<file path="src/rtl/divider_pkg.sv">
// rtl/divider_pkg.sv - shared width, iteration count and state encoding for the divider
package divider_pkg;

    localparam int WIDTH = 32;
    localparam int ITERS = WIDTH;
    localparam int CNT_W = 6;

    typedef enum logic [1:0] {
        IDLE = 2'd0,
        RUN  = 2'd1,
        DONE = 2'd2
    } state_e;

endpackage

</file>
<file path="src/rtl/divider_div_step.sv">
// rtl/divider_div_step.sv - one combinational restoring-division iteration
module div_step #(
    parameter int W = divider_pkg::WIDTH
) (
    input  logic [W-1:0] rem_i,
    input  logic [W-1:0] quo_i,
    input  logic [W-1:0] dvs_i,
    output logic [W-1:0] rem_o,
    output logic [W-1:0] quo_o
);

    logic [W:0] shifted;
    logic [W:0] diff;

    // The partial remainder stays below the divisor magnitude (at most 2^(W-1)),
    // so the shifted value fits in W+1 bits and diff[W] is a true sign bit.
    always_comb begin
        shifted = {rem_i, quo_i[W-1]};
        diff    = shifted - {1'b0, dvs_i};
        if (!diff[W]) begin
            rem_o = diff[W-1:0];
            quo_o = {quo_i[W-2:0], 1'b1};
        end else begin
            rem_o = shifted[W-1:0];
            quo_o = {quo_i[W-2:0], 1'b0};
        end
    end

endmodule

</file>
<file path="src/rtl/divider.sv">
// rtl/divider.sv - multi-cycle signed restoring divider, one quotient bit per clock
module divider #(
    parameter int WIDTH = divider_pkg::WIDTH
) (
    input  logic             clk,
    input  logic             rst,
    input  logic             start,
    input  logic [WIDTH-1:0] dividend,
    input  logic [WIDTH-1:0] divisor,
    output logic [WIDTH-1:0] out,
    output logic [WIDTH-1:0] remainder,
    output logic             ready,
    output logic             exception
);

    import divider_pkg::*;

    localparam logic [WIDTH-1:0] MIN_VAL  = {1'b1, {(WIDTH-1){1'b0}}};
    localparam logic [CNT_W-1:0] LAST_CNT = CNT_W'(WIDTH - 1);

    state_e           state_q, state_d;
    logic [CNT_W-1:0] cnt_q, cnt_d;
    logic [WIDTH-1:0] rem_q, rem_d;
    logic [WIDTH-1:0] quo_q, quo_d;
    logic [WIDTH-1:0] dvs_q, dvs_d;
    logic [WIDTH-1:0] out_q, out_d;
    logic [WIDTH-1:0] rout_q, rout_d;
    logic             neg_quo_q, neg_quo_d;
    logic             neg_rem_q, neg_rem_d;
    logic             zero_q, zero_d;
    logic             ovf_q, ovf_d;
    logic             exc_q, exc_d;
    logic             ready_q, ready_d;
    logic [WIDTH-1:0] step_rem, step_quo;

    div_step #(.W(WIDTH)) u_step (
        .rem_i (rem_q),
        .quo_i (quo_q),
        .dvs_i (dvs_q),
        .rem_o (step_rem),
        .quo_o (step_quo)
    );

    always_comb begin
        state_d   = state_q;
        cnt_d     = cnt_q;
        rem_d     = rem_q;
        quo_d     = quo_q;
        dvs_d     = dvs_q;
        out_d     = out_q;
        rout_d    = rout_q;
        neg_quo_d = neg_quo_q;
        neg_rem_d = neg_rem_q;
        zero_d    = zero_q;
        ovf_d     = ovf_q;
        exc_d     = exc_q;
        // The finishing operation still reports even if a new start arrives in DONE.
        ready_d   = (state_q == DONE);

        if (start) begin
            state_d   = RUN;
            cnt_d     = '0;
            rem_d     = '0;
            quo_d     = dividend[WIDTH-1] ? -dividend : dividend;
            dvs_d     = divisor[WIDTH-1] ? -divisor : divisor;
            neg_quo_d = dividend[WIDTH-1] ^ divisor[WIDTH-1];
            neg_rem_d = dividend[WIDTH-1];
            zero_d    = (divisor == '0);
            ovf_d     = (dividend == MIN_VAL) && (divisor == '1);
        end else begin
            case (state_q)
                IDLE: state_d = IDLE;
                RUN: begin
                    rem_d = step_rem;
                    quo_d = step_quo;
                    cnt_d = cnt_q + CNT_W'(1);
                    if (cnt_q == LAST_CNT) begin
                        state_d = DONE;
                        exc_d   = zero_q | ovf_q;
                        if (zero_q) begin
                            out_d  = '0;
                            rout_d = '0;
                        end else if (ovf_q) begin
                            out_d  = MIN_VAL;
                            rout_d = '0;
                        end else begin
                            out_d  = neg_quo_q ? -step_quo : step_quo;
                            rout_d = neg_rem_q ? -step_rem : step_rem;
                        end
                    end
                end
                DONE:    state_d = IDLE;
                default: state_d = IDLE;
            endcase
        end
    end

    always_ff @(posedge clk) begin
        if (rst) begin
            state_q   <= IDLE;
            cnt_q     <= '0;
            rem_q     <= '0;
            quo_q     <= '0;
            dvs_q     <= '0;
            out_q     <= '0;
            rout_q    <= '0;
            neg_quo_q <= 1'b0;
            neg_rem_q <= 1'b0;
            zero_q    <= 1'b0;
            ovf_q     <= 1'b0;
            exc_q     <= 1'b0;
            ready_q   <= 1'b0;
        end else begin
            state_q   <= state_d;
            cnt_q     <= cnt_d;
            rem_q     <= rem_d;
            quo_q     <= quo_d;
            dvs_q     <= dvs_d;
            out_q     <= out_d;
            rout_q    <= rout_d;
            neg_quo_q <= neg_quo_d;
            neg_rem_q <= neg_rem_d;
            zero_q    <= zero_d;
            ovf_q     <= ovf_d;
            exc_q     <= exc_d;
            ready_q   <= ready_d;
        end
    end

    assign out       = out_q;
    assign remainder = rout_q;
    assign exception = exc_q;
    assign ready     = ready_q;

endmodule

</file>
<file path="config.mk">
export PLATFORM = sky130hd
export DESIGN_NAME = divider
export DESIGN_NICKNAME = d
export VERILOG_FILES = /design/src/rtl/divider_pkg.sv /design/src/rtl/divider_div_step.sv /design/src/rtl/divider.sv
export SDC_FILE = /design/constraint.sdc
export NUM_CORES = 1
export LEC_CHECK = 0
export ABC_AREA = 1
export BUFFER_PORTS_ARGS = -buffer_cell sky130_fd_sc_hd__buf_2
export CAP_MARGIN = 10
export CORE_ASPECT_RATIO = 1.25
export CORE_MARGIN = 3
export CORE_UTILIZATION = 50
export CTS_CLUSTER_DIAMETER = 100
export DETAILED_ROUTE_END_ITERATION = 7
export PLACE_DENSITY = 0.83
export SYNTH_ARGS = -nofsm -noshare
export SYNTH_HDL_FRONTEND = slang
export SYNTH_SLANG_ARGS = --single-unit
</file>
<file path="constraint.sdc">
create_clock -name clk -period 3.8 [get_ports clk]
set_clock_uncertainty 0.05 [all_clocks]
set_input_delay 0.19 -clock clk [delete_from_list [all_inputs] [get_ports clk]]
set_output_delay 0.19 -clock clk [all_outputs]
set_load 0.02 [all_outputs]
</file>
==> metrics.txt <==
CTS Buf Count=17; largest net degree at the start of global routing=85; Synth Area in Compound Gates=0.161; first-pass iteration count of the detailed router=6; core area=0.0248 mm^2; combinational power share=0.379; synthesized area per cell=6.06 um^2; FILL cells=2,367; NumNets Final=2,376; Int Pwr=3.62 mW; crit share post-route=0.960; CTS clk-pin slew, worst paths=80 ps; synth unique cells=56; net switching power=2.65 mW; PD cells=418 mW/mm^2; Synth Register Bits=174; RSZ-0062 raised after global routing=true; sequential power share=0.313; total leakage power=7.47 nW; most common cell in the netlist=nand2_1; Clock Power Share=0.308; total power after layout=6.27 mW; ant diodes=0; Remaining DRCs=0; endpoints failing hold=0; total grt overflow=0; Worst Hold Class=in -> reg; slew margin rel.=0.461; Post-Synth XOR/XNOR Area=0.0376; Critical Path RT=4120 ps; # H-tree levels=4; element type at the critical path end=flop; post-synthesis adder-cell area fraction=0.0387; top cell type by total area after synthesis=dfxtp_1; top post-synthesis cells by area=dfxtp_1 27%, nand2_1 18%, inv_1 8.6%; Top FF cell, synth=dfxtp_1; Initial Utilization=0.515; CTS tree=done; number of routed nets with antenna violations=0; die outline width=149 um; Arr. time, crit path=3970 ps; Area Overhead vs Synth=17.2%; Die ar.=0.0276 mm^2; GPL Wtd Cong=1.02; share of post-route cells with drive strength above 1=0.161; Clock Sinks=174; Mapped Cells=2,113; Yosys top cell area share=0.272; Total Routing Usage GR=0.310; hpwl dp=33,400 um; Slew @ Worst Pin=808 ps; Setup TNS=0 ps; simple-gate share of the synthesized area=0.373; Ys Warns=0; first-pass GRT wire length=68,700 um; worst-skew pair later-pin latency=450 ps; final setup fails=0; crit path time final=3650 ps; switching share of power=0.423; fraction of registers with async set or reset after synthesis=0; Max Slew Vio Count=0; mapped cell area=0.0128 mm^2; max cap viols=0; Synth top cells by count=610 x nand2_1, 294 x inv_1, 184 x a21oi_1; EDFF count, synth=0; Critical Path Source Type=flop; syn_nets=2,219; critical setup path kind=reg -> reg; number of placement rows=64; critical path peak fanout=4; post-detailed-routing wire length=43,600 um; Vias per Instance=5.62; vias in the first global route=13.9k; DRT iter0 DRCs=1,252; Root Driver=clkbuf_16; Via Count=14.7k; port bufs=132; Peak VDD IR=0.000369 V; die height=185 um; fmax=274 MHz; CTS max path bufs=2; status=completed; mean routed wirelength per cell=16.7 um; mux share of post-synthesis cell area=0; initial antenna violation count=1; I/O Pins=133; sequential area share after synthesis=0.272; largest family of logic cells by synthesized area=simple AND/OR/NAND/NOR gates
-- critical path, cell delays in order, from the launching register on --
cell and delay [ps]:
dfxtp_2 320, inv_2 60, ha_4 120, inv_2 40
fa_2 380, nand2_2 80, nand2_2 60, nand3_2 80
nand2_2 70, nand2_2 80, nand2_4 60, nand2_4 90
nand3_4 90, nand2_4 100, ha_4 150, nand3_4 60
nor3_2 180, nand3_1 130, nor3_2 160, nand3_1 130
nor3_2 260, nand3_2 160, o21ai_4 190, o21ai_2 90
o21ai_0 180, nand3_1 90, a21oi_1 140
-- area by class of cell --
type / count / area [um^2] / area share
repair buffers: 215 / 1290 / 0.0860
inverters: 299 / 1120 / 0.0749
clock inverters: 15 / 219 / 0.0146
flip-flops and latches: 174 / 3490 / 0.233
multi-input cells: 1563 / 8030 / 0.536
clock buffers: 17 / 425 / 0.0284
well taps: 330 / 413 / 0.0275
-- flip-flops by register name, summed over array words and instances, names as in the netlist --
name       cells
rem_q         32
neg_rem_q      1
quo_q         32
dvs_q         32
remainder     32
neg_quo_q      1
ovf_q          1
exception      1
state_q        2
out           32
zero_q         1
cnt_q          6
ready          1
-- metrics by stage --
stage	area [um^2]	instances	setup slack (ps)	hold WS, ps	utilization
finish	15000	2613	151	33.7	0.604
floorplan	12800	2113	0.729	301	-
CTS	14700	2605	49.9	21.7	0.593
global placement	14100	2572	63.2	380	0.567
detailed placement	14100	2572	-1.76	383	0.567
global route	15000	2613	-106	42.4	0.604
-- layer usage --
metal,routed length [um],GRT usage,up-vias
met1,15700,0.326,6698
met4,4250,0.255,2
met2,21000,0.541,628
met5,17,0,-
li1,-,-,7105
met3,2710,0.0489,247
-- power by group through the flow --
stage          Sequential (mW)  Clock (mW)  Combinational, mW
2_1_floorplan             1.98           0               1.62
3_3_place_gp              2.00           0               2.19
3_5_place_dp              2.00           0               2.24
4_1_cts                   1.96        1.93               2.25
5_1_grt                   1.97        2.01               2.64
6_report                  1.96        1.93               2.38
-- timing repair --
item	CTS	global route
hold endpoints to repair	1	0
buffers inserted	0	8
hold buffers	1	0
resized for setup	1	42
setup endpoints to repair	2	38
pin swaps	2	25
-- cells in the final DEF (no fill, tap or decap), drive strengths merged, types with 2 or more instances in the layout --
master	count
nand3b	5
nor2	172
nor3	38
o32ai	3
ha	38
clkbuf	17
buf	214
or2	11
o21bai	5
o211ai	9
and2	3
o22ai	10
o21ai	149
xnor2	16
dfxtp	174
and3	7
o31ai	2
a21o	2
o21a	2
a31oi	3
nand4	27
xor2	39
nand2	641
nor4	13
nand3	171
inv	309
clkinv	5
a21oi	188
a21boi	5
-- final timing paths --
path	slack, ps	end	cells after the start	startpoint
hold / removal	30	quo_q[2]	3	dividend[2]
hold reg to reg	400	ready	1	state_q[0]
setup / recovery	150	out[30]	26	quo_q[31]
setup reg to reg	150	out[30]	26	quo_q[31]
-- kinds of logic after synthesis --
group,count (synthesis)
AO/OA/AOI/OAI,381
XOR/XNOR,55
adder cells (fa/ha/maj),39
buffers and inverters,376
flip-flops,174
AND/OR/NAND/NOR,1088
No activity file was read; power rests on OpenSTA's default activity.
